## src/rtl/ps2_key_encoder.sv

```systemverilog
// ps2_key_encoder: PS/2 keyboard receiver plus scan-code folder.
// Deserialises raw PS/2 frames and merges E0/F0 prefixes into one 11-bit
// ps2_key event {toggle, pressed, extended, code}. Bit 10 flips once per key.
module ps2_key_encoder #(
  parameter int FILTER_LEN = 8,
  parameter int TIMEOUT    = 40000
) (
  input  logic        clk_sys,
  input  logic        reset,
  input  logic        ps2_clk_in,
  input  logic        ps2_dat_in,
  output logic [10:0] ps2_key,
  output logic        byte_valid,
  output logic [7:0]  byte_data,
  output logic        frame_err
);

  localparam int FW = $clog2(FILTER_LEN + 1);
  localparam int IW = $clog2(TIMEOUT + 1);

  typedef enum logic {NORMAL, SKIP} dec_st_t;

  logic          clk_s1, clk_s2, dat_s1, dat_s2;
  logic          clk_filt, clk_filt_q;
  logic [FW-1:0] filt_cnt;
  logic [IW-1:0] idle_cnt;
  logic [3:0]    bit_cnt;
  logic [7:0]    shreg;
  logic          par;
  logic          fall;
  logic          ext, brk;
  logic [2:0]    skip_cnt;
  dec_st_t       state;
  logic          is_resp;

  // Two-flop synchronisers; idle bus level is high
  always_ff @(posedge clk_sys) begin
    if (reset) begin
      {clk_s1, clk_s2} <= 2'b11;
      {dat_s1, dat_s2} <= 2'b11;
    end else begin
      clk_s1 <= ps2_clk_in;
      clk_s2 <= clk_s1;
      dat_s1 <= ps2_dat_in;
      dat_s2 <= dat_s1;
    end
  end

  // Glitch filter: follow the synced clock only after FILTER_LEN stable cycles
  always_ff @(posedge clk_sys) begin
    if (reset) begin
      clk_filt   <= 1'b1;
      clk_filt_q <= 1'b1;
      filt_cnt   <= '0;
    end else begin
      clk_filt_q <= clk_filt;
      if (clk_s2 == clk_filt) begin
        filt_cnt <= '0;
      end else if (filt_cnt == FW'(FILTER_LEN - 1)) begin
        clk_filt <= clk_s2;
        filt_cnt <= '0;
      end else begin
        filt_cnt <= filt_cnt + 1'b1;
      end
    end
  end

  assign fall = clk_filt_q & ~clk_filt;

  // Frame deserialiser with idle timeout; strobes are single-cycle
  always_ff @(posedge clk_sys) begin
    if (reset) begin
      bit_cnt    <= '0;
      shreg      <= '0;
      par        <= 1'b0;
      idle_cnt   <= '0;
      byte_valid <= 1'b0;
      byte_data  <= '0;
      frame_err  <= 1'b0;
    end else begin
      byte_valid <= 1'b0;
      frame_err  <= 1'b0;
      if (fall) begin
        idle_cnt <= '0;
        if (bit_cnt == 4'd0) begin
          // a high start sample is line noise, not a frame
          if (!dat_s2) bit_cnt <= 4'd1;
        end else if (bit_cnt <= 4'd8) begin
          shreg   <= {dat_s2, shreg[7:1]};
          bit_cnt <= bit_cnt + 4'd1;
        end else if (bit_cnt == 4'd9) begin
          par     <= dat_s2;
          bit_cnt <= 4'd10;
        end else begin
          if ((^{shreg, par}) && dat_s2) begin
            byte_data  <= shreg;
            byte_valid <= 1'b1;
          end else begin
            frame_err  <= 1'b1;
          end
          bit_cnt <= '0;
        end
      end else begin
        if (idle_cnt != IW'(TIMEOUT)) idle_cnt <= idle_cnt + 1'b1;
        // saturated idle counter plus cleared bit_cnt gives a single strobe
        if (bit_cnt != 4'd0 && idle_cnt == IW'(TIMEOUT)) begin
          bit_cnt   <= '0;
          frame_err <= 1'b1;
        end
      end
    end
  end

  // Device responses that are never key codes when no prefix is pending
  always_comb begin
    is_resp = 1'b0;
    case (byte_data)
      8'h00, 8'hAA, 8'hEE, 8'hFA, 8'hFC, 8'hFE, 8'hFF: is_resp = 1'b1;
      default: is_resp = 1'b0;
    endcase
  end

  // Scan-code decoder: fold prefixes, swallow Pause, emit one event per key
  always_ff @(posedge clk_sys) begin
    if (reset) begin
      state    <= NORMAL;
      ext      <= 1'b0;
      brk      <= 1'b0;
      skip_cnt <= '0;
      ps2_key  <= '0;
    end else if (byte_valid) begin
      case (state)
        NORMAL: begin
          if (byte_data == 8'hE0) begin
            ext <= 1'b1;
          end else if (byte_data == 8'hF0) begin
            brk <= 1'b1;
          end else if (byte_data == 8'hE1) begin
            state    <= SKIP;
            skip_cnt <= 3'd7;
          end else if (!(is_resp && !ext && !brk)) begin
            ps2_key <= {~ps2_key[10], ~brk, ext, byte_data};
            ext     <= 1'b0;
            brk     <= 1'b0;
          end
        end
        SKIP: begin
          skip_cnt <= skip_cnt - 3'd1;
          if (skip_cnt == 3'd1) state <= NORMAL;
        end
        default: state <= NORMAL;
      endcase
    end
  end

endmodule

```

## config.mk

```make
export PLATFORM = sky130hd
export DESIGN_NAME = ps2_key_encoder
export DESIGN_NICKNAME = d
export VERILOG_FILES = /design/src/rtl/ps2_key_encoder.sv
export SDC_FILE = /design/constraint.sdc
export NUM_CORES = 1
export LEC_CHECK = 0
export CAP_MARGIN = 20
export CORE_AREA = 2 2 82 84
export CTS_CLUSTER_SIZE = 28
export DETAILED_ROUTE_END_ITERATION = 8
export DIE_AREA = 0 0 84 86
export PLACE_DENSITY = 0.77
export REMOVE_ABC_BUFFERS = 1
export SLEW_MARGIN = 20
export SYNTH_ARGS = -nofsm -noshare
export SYNTH_HDL_FRONTEND = slang
export SYNTH_SLANG_ARGS = --single-unit
```

## constraint.sdc

```tcl
create_clock -name clk_sys -period 1.8 [get_ports clk_sys]
set_clock_uncertainty 0.1 [all_clocks]
set_input_delay 0.54 -clock clk_sys [delete_from_list [all_inputs] [get_ports clk_sys]]
set_output_delay 0.54 -clock clk_sys [all_outputs]
set_load 0.03 [all_outputs]
```

==> results of run 1 <==
==> sequential cells by signal, summed over array words and instances, names as in the netlist <==
signal	flops
bit_cnt	4
brk	1
byte_data	8
byte_valid	1
clk_filt	1
clk_filt_q	1
clk_s1	1
clk_s2	1
dat_s1	1
dat_s2	1
ext	1
filt_cnt	4
frame_err	1
idle_cnt	16
par	1
ps2_key	11
shreg	8
skip_cnt	3
state	1
==> metal layers <==
metal  up-vias  global-route usage, %  wire length (um)  share of wire (%)
met4         0                   9.82               141                2.2
met3        13                   3.75               196                3.1
met2        46                   31.6              3160                 50
li1       1241                      -                 -                  -
met5         -                      0                 0                  0
met1      1179                   20.7              2780                 44
==> logic make-up (layout without fill, tap and decap cells) <==
group           after synthesis  after routing  synth area share (%)
fa+ha+maj                     8              8                  3.28
flops                        66             66                  43.3
mux                          24             24                  7.87
compound gates               51             51                  10.5
buf+inv                      22             84                  2.91
xor+xnor                     23             23                  7.09
simple gates                132            132                  25.0
==> how the worst min path moves through the flow <==
stage                         to  slack (ns)              start
6_report       clk_s2$_SDFF_PP1_        0.30  clk_s1$_SDFF_PP1_
5_1_grt        clk_s2$_SDFF_PP1_        0.31  clk_s1$_SDFF_PP1_
4_1_cts        clk_s2$_SDFF_PP1_        0.30  clk_s1$_SDFF_PP1_
3_5_place_dp   clk_s2$_SDFF_PP1_        0.30  clk_s1$_SDFF_PP1_
3_3_place_gp   dat_s2$_SDFF_PP1_        0.29  dat_s1$_SDFF_PP1_
2_1_floorplan  clk_s2$_SDFF_PP1_        0.29  clk_s1$_SDFF_PP1_
==> layout make-up <==
| type | instances | area (sq um) |
|---|---|---|
| Fill cell | 515 | 2350 |
| Tap cell | 77 | 96.3 |
| Timing Repair Buffer | 60 | 508 |
| Inverter | 8 | 30.0 |
| Clock buffer | 10 | 128 |
| Sequential cell | 66 | 1340 |
| Clock inverter | 6 | 57.6 |
| Multi-Input combinational cell | 238 | 1760 |
==> per-stage QoR <==
stage / setup slack, ns / utilization [%] / power [mW]
6_report: -0.00421 / 62.5 / 2.73
5_1_grt: -0.118 / 62.5 / 2.84
4_1_cts: -0.0298 / 60.3 / 2.76
3_5_place_dp: -0.119 / 57.2 / 1.58
3_3_place_gp: -0.0789 / 57.2 / 1.58
2_1_floorplan: -0.363 / - / 1.54
==> Yosys cell counts (all sizes together) (2+ instances only) <==
| master | instances |
|---|---|
| nand2 | 9 |
| and2 | 3 |
| clkbuf | 11 |
| ha | 8 |
| nor3b | 3 |
| a21boi | 2 |
| o21a | 4 |
| and4 | 3 |
| nor4b | 2 |
| o21ai | 13 |
| mux2i | 24 |
| nand3 | 7 |
| a22oi | 3 |
| a31oi | 3 |
| nor2b | 3 |
| or3b | 4 |
| buf | 3 |
| nand2b | 29 |
| xnor2 | 11 |
| nand3b | 4 |
| nor4bb | 2 |
| nor3 | 9 |
| dfxtp | 66 |
| a21oi | 17 |
| or3 | 5 |
| xor2 | 11 |
| nor2 | 32 |
| or2 | 7 |
| inv | 8 |
| and3 | 3 |
| nand4 | 4 |
==> where the power goes <==
group / switching, mW / leakage, nW / internal [mW]
sequential: 0.00790 / 0.540 / 1.47
clock: 0.549 / 0.0958 / 0.629
combinational: 0.0397 / 0.926 / 0.0387
==> repair_timing <==
| item | 4_1_cts | 5_1_grt |
|---|---|---|
| gates resized for setup | 32 | 36 |
| setup endpoints to repair | 41 | 44 |
| pin swaps | 4 | 4 |
| buffers inserted | 0 | 3 |
==> run metrics, run 1 <==
Critical Path Source byte_data[6]$_SDFFE_PP0P_; TritonCTS clock tree done; DP HPWL 4390 um; final non-filler cell total 465; core footprint 6280 sq um; Clock Latency Late Sink around 0.34 ns; RSZ-0062 raised after global routing yes; Syn Inst Count 326; Hold WC Path Type reg -> reg; crit share post-route 100%; Critical Path Start Type flip-flop; most common cell after layout, fill and taps aside dfxtp_1; largest stage delay on the critical path about 0.37 ns; CTS root buffer clkbuf_8; pin count of the biggest net entering global routing 22; Cells on Worst Hold Path 1; pwr dens 697 nW/um^2; first-pass GRT wire length ~10,000 um; fraction of layout instances using a drive strength above 1 26.0%; Reg2Reg Depth 6; die height between 80 and 90 um; routed len/inst 13.5 um; Main synth FF type dfxtp_1; H-tree depth 3; RR Startpoint byte_data[6]$_SDFFE_PP0P_; Worst setup endpoint ps2_key[7]$_SDFFE_PP0P_; Initial Utilization 48.6%; max_slew headroom 70.9%; actual slew at the worst max-slew pin around 0.43 ns; status complete, but fails checks; GRT Util Overall 18.0%; die width 84 um; total leakage power 1.56 nW; vias in the first global route 2,352; most frequent cells in the layout dfxtp_1, buf_4, nor2_1, nand2b_1, mux2i_1; ANT cells 0; die area just over 7000 sq um; number of port buffers 24; Starting DRT DRC Count around 80; Req. time, crit path 1.97 ns; total gr overflow 0; cell breakdown of the critical path or3b_1 -> a21oi_2 -> o41ai_2 -> buf_4 -> nor2_4 -> mux2i_1; RD Place Congestion 0.790; Mean Syn Cell Area 9.36 sq um; Unique masters post-synth 49; minimum clock period 1.80 ns; post-place instance area roughly 3600 sq um; Slew Viols, Final 0; area grow syn2layout 28.5%; CP Buf/Inv Count 1; Detailed Route WL 6270 um; drt drc 0; CTS hold repair buffers 0; CP endpoint kind flip-flop; Max IR drop VDD 394 uV; final hold vios 0; design area 3920 sq um; R2R Path End ps2_key[7]$_SDFFE_PP0P_; crit-path max FO 9; clk buf depth 2; drt first pass iters 4; Max-Cap Viols 0; R2R setup slack -0.004 ns; Synth top area share a little over two fifths; Worst path depth 6; PnR worst setup slack -0.00421 ns; Hold WS 0.301 ns; largest cells by area after synthesis dfxtp_1, mux2i_1, nand2b_1; Antenna Violating Nets Remaining 0; endpoints failing setup 2; CTS Buf Count 9; synthesized cell area 3050 sq um; number of synthesized flops with an enable pin 0; sequential share of the synthesized area 43.3%; Setup TNS -0.00838 ns; area leader, netlist dfxtp_1; FP Rows 29; clk sinks 66; initial antenna violation count 0; io pins 25; Vias 2,479; critical path arrival slightly below 2 ns; Vias/cell 5.33; nets@finish 395; count of state elements after synthesis 66; CP top delay family simple AND/OR/NAND/NOR gates; placed insts ~450; Clk pin slew, worst setup/hold paths 0.07 ns; Slowest cell on crit path dfxtp_4; failing checks negative setup slack; Async SR Flop Fraction 0%; Fmax 0.554 GHz; yosys warns 0; kind of critical path reg -> reg
(Power assumes the default switching activity.)
==> run 2: changes to the inputs <==
--- a/config.mk
+++ b/config.mk
@@ -11,7 +11,6 @@
 export DETAILED_ROUTE_END_ITERATION = 8
 export DIE_AREA = 0 0 84 86
 export PLACE_DENSITY = 0.77
-export REMOVE_ABC_BUFFERS = 1
 export SLEW_MARGIN = 20
 export SYNTH_ARGS = -nofsm -noshare
 export SYNTH_HDL_FRONTEND = slang
==> run metrics, run 2 (synthesis gave the netlist of run 1 again) <==
DP HPWL 4340 um; Vias around 2.5k; Critical Path Start Type flip-flop; failing checks negative setup slack; FP Rows 29; Detailed Route WL 6440 um; Core Util, Final approximately 62%; crit share post-route 102%; total leakage power 1.55 nW; routed len/inst roughly 14 um; clk sinks 66; H-tree depth 3; kind of critical path reg -> reg; dpl ws -0.0550 ns; RD Place Congestion 0.820; final non-filler cell total approximately 460; nets@finish slightly below 400; die width about 84 um; Cells on Worst Hold Path 1; initial antenna violation count 0; actual slew at the worst max-slew pin 0.409 ns; Tot Pwr 2.80 mW; CP Buf/Inv Count 1; Req. time, crit path 1.97 ns; core footprint 6280 sq um; Slew Viols, Final 0; CP top delay family XOR/XNOR gates; TritonCTS clock tree done; crit-path max FO 8; R2R setup slack -0.04 ns; max reg flops 16; biggest regs idle_cnt (16), ps2_key (11); Fmax 0.545 GHz; RR Startpoint shreg[7]$_SDFFE_PP0P_; cell breakdown of the critical path xnor2_1 -> xnor3_2 -> xnor2_4 -> nor3_4 -> buf_12 -> mux2i_1; minimum clock period approximately 1.8 ns; most frequent cells in the layout dfxtp_1, buf_4, nor2_1, nand2b_1, mux2i_1; die area 7220 sq um; Antenna Violating Nets Remaining 0; CTS root buffer clkbuf_8; max_slew headroom 72.6%; die height ~86 um; post-place instance area about 3600 sq um; clk buf depth 2; R2R Path End byte_data[3]$_SDFFE_PP0P_; pin count of the biggest net entering global routing 18; Hold WC Path Type reg -> reg; most common cell after layout, fill and taps aside dfxtp_1; first-pass GRT wire length ~10,000 um; Hold Crit Start clk_s1$_SDFF_PP1_; Initial Utilization 48.6%; hold worst-path end clk_s2$_SDFF_PP1_; critical path arrival 2.00 ns; Reg2Reg Depth 6; number of port buffers 24; area grow syn2layout 27.9%; Max IR drop VDD 526 uV; Vias/cell 5.37; largest stage delay on the critical path 0.49 ns; Slowest cell on crit path xnor3_2; placed insts 442; design area 3910 sq um; area taken by multi-input logic gates 1770 sq um; Biggest register idle_cnt; # fillers 534; Critical Path Source shreg[7]$_SDFFE_PP0P_; drt drc 0; fraction of layout instances using a drive strength above 1 between 20 and 30%; register area 1330 sq um; drt first pass iters 4; Starting DRT DRC Count 80; CP endpoint kind flip-flop; total gr overflow 0; ANT cells 0; CTS Buf Count 9; pwr dens 718 nW/um^2; PnR worst setup slack -0.0350 ns; endpoints failing setup 8; GRT Util Overall 18.2%; final hold vios 0; Clock Latency Late Sink 0.34 ns; Clk pin slew, worst setup/hold paths 0.07 ns; vias in the first global route 2,325; status complete, but fails checks; io pins 25; Syn Nets 338; Max-Cap Viols 0; RSZ-0062 raised after global routing yes
==> run 2: final cells by class <==
cell class              count  share of cell area [%]
multi-input cells         238                    45.2
well taps                  77                    2.47
flip-flops and latches     66                    34.2
clock buffers              10                    3.52
repair buffers             58                    12.5
inverters                   8                   0.769
clock inverters             5                    1.41
==> run 2: how the worst max path moves through the flow <==
stage                                     end  cells past startpoint
floorplan           byte_data[2]$_SDFFE_PP0P_                      5
global placement         frame_err$_SDFF_PP0_                      5
detailed placement       frame_err$_SDFF_PP0_                      4
CTS                   ps2_key[6]$_SDFFE_PP0P_                      6
global route        byte_data[6]$_SDFFE_PP0P_                      6
finish              byte_data[3]$_SDFFE_PP0P_                      6
==> run 2: through the flow <==
step	TNS, ns	hold WS, ns
6_report	-0.169	0.314
5_1_grt	-1.38	0.327
4_1_cts	-0.0164	0.315
3_5_place_dp	-0.454	0.298
3_3_place_gp	-0.0174	0.294
2_1_floorplan	-0.00457	0.289
==> run 2: routing by layer <==
metal	part of all wire, %	global-route usage [%]
met4	0.89	9.38
met5	0	0
met1	47	21.9
met2	48	29.2
met3	3.9	5.97
==> run 2: repair_timing <==
item | in CTS | in global routing
endpoints found under the setup margin | 36 | 43
buffers inserted | 3 | 1
hold buffers | 0 | 0
resized for setup | 37 | 26
pin swaps | 2 | 9
gates cloned | 0 | 1
==> run 2: power breakdown <==
group | switching (mW) | internal, mW
clock network | 0.574 | 0.665
logic | 0.0438 | 0.0453
registers | 0.00671 | 1.47
==> run 3: changes to the inputs <==
==> constraint.sdc (replaced) <==
create_clock -name clk_sys -period 1.6 [get_ports clk_sys]
set_clock_uncertainty 0.1 [all_clocks]
set_input_delay 0.48 -clock clk_sys [delete_from_list [all_inputs] [get_ports clk_sys]]
set_output_delay 0.48 -clock clk_sys [all_outputs]
set_load 0.03 [all_outputs]
==> run metrics, run 3 (synthesis gave the netlist of run 1 again) <==
RD Place Congestion about 0.79; Slowest cell on crit path xnor3_2; nets@finish 425; cell breakdown of the critical path xnor2_1 -> xnor3_2 -> xnor2_2 -> nor3_4 -> buf_12 -> mux2i_1; Clk pin slew, worst setup/hold paths 0.07 ns; area grow syn2layout 39.5%; Detailed Route WL 7030 um; Biggest register idle_cnt; Vias 2,568; Vias/cell 5.19; pwr dens 728 nW/um^2; Core Util, Final 67.8%; Hold WS about 0.32 ns; R2R setup slack -0.21 ns; die width about 84 um; CP endpoint kind flip-flop; Antenna Violating Nets Remaining 0; RSZ-0062 raised after global routing yes; WL met1 3050 um; Critical Path Start Type flip-flop; biggest regs idle_cnt (16), ps2_key (11); clk sinks 66; Hold WC Path Type reg -> reg; Clock Latency Late Sink about 0.34 ns; PnR worst setup slack -0.208 ns; met2 WL 3520 um; initial antenna violation count 0; Slew Viols, Final 0; max_slew headroom roughly 71%; endpoints failing setup 24; CTS hold repair buffers 0; first-pass GRT wire length 11,400 um; CTS root buffer clkbuf_8; io pins 25; post-place instance area around 3800 sq um; total gr overflow 0; clk buf depth 2; Syn Nets 338; Max IR drop VDD 506 uV; actual slew at the worst max-slew pin approximately 0.44 ns; minimum clock period around 1.8 ns; core footprint 6280 sq um; vias in the first global route 2,480; Fmax 0.553 GHz; largest stage delay on the critical path 0.46 ns; Initial Utilization 48.6%; design area 4260 sq um; critical path arrival 1.97 ns; routed len/inst 14.2 um; drt drc 0; most common cell after layout, fill and taps aside buf_4; failing checks negative setup slack; drt first pass iters 4; status complete, but fails checks; total leakage power 1.70 nW; die height around 86 um; most frequent cells in the layout buf_4, dfxtp_1, nor2_1, nand2b_1, mux2i_1; TritonCTS clock tree done; Starting DRT DRC Count roughly 90; max reg flops 16; crit-path max FO 8; GRT Util Overall 19.8%; ANT cells 0; CTS Buf Count 9; Setup TNS -3.39 ns; DP HPWL around 4800 um; die area approximately 7200 sq um; kind of critical path reg -> reg; top routing layer used met4; DR WL met3 260 um; Max-Cap Viols 0; crit share post-route 113%; H-tree depth 3; fraction of layout instances using a drive strength above 1 41.1%; FP Rows 29; final hold vios 0; Req. time, crit path 1.76 ns; number of port buffers 24; pin count of the biggest net entering global routing 19
## run 3: power by group
group	internal [mW]	total [mW]	switching, mW
combinational	0.0572	0.109	0.0514
sequential	1.65	1.66	0.00905
clock	0.715	1.34	0.621
## run 3: routing by layer
| metal | vias up | track usage, % |
|---|---|---|
| li1 | 1303 | - |
| met1 | 1201 | 24.3 |
| met2 | 48 | 33.4 |
| met3 | 16 | 5.20 |
| met4 | 0 | 8.06 |
| met5 | - | 0 |
## run 3: worst paths after layout
kind | from | end | depth (start not counted)
max | shreg[3]$_SDFFE_PP0P_ | byte_data[6]$_SDFFE_PP0P_ | 6
min | dat_s1$_SDFF_PP1_ | dat_s2$_SDFF_PP1_ | 1
max reg2reg | shreg[3]$_SDFFE_PP0P_ | byte_data[6]$_SDFFE_PP0P_ | 6
min reg2reg | dat_s1$_SDFF_PP1_ | dat_s2$_SDFF_PP1_ | 1
## run 3: area by class of cell
class                   count  area, sq um
clock inverters             5         55.1
flip-flops and latches     66         1360
multi-input cells         238         1860
inverters                   8         30.0
fillers                   488         2020
clock buffers              11          131
well taps                  77         96.3
repair buffers             90          728
## run 3: what timing repair did
item | CTS | global route
setup buffers | 1 | 7
gates cloned | 1 | 0
pin swaps | 7 | 7
endpoints found under the setup margin | 45 | 51
gates resized for setup | 49 | 36
## run 3: worst max-delay path, delay by kind of cell, from the launching register on
kind	cells	cell delay, ns
XOR/XNOR	3	0.79
flip-flops	1	0.32
multiplexers	1	0.19
AND/OR/NAND/NOR	1	0.17
buffers and inverters	1	0.16
## run 3: per-stage QoR
stage | total power [mW] | instances | worst slack [ns]
after floorplan | 1.75 | 326 | -0.202
after detailed placement | 1.79 | 470 | -0.269
after CTS | 3.13 | 488 | -0.247
after global placement | 1.79 | 470 | -0.172
after global routing | 3.21 | 495 | -0.307
final | 3.10 | 495 | -0.208
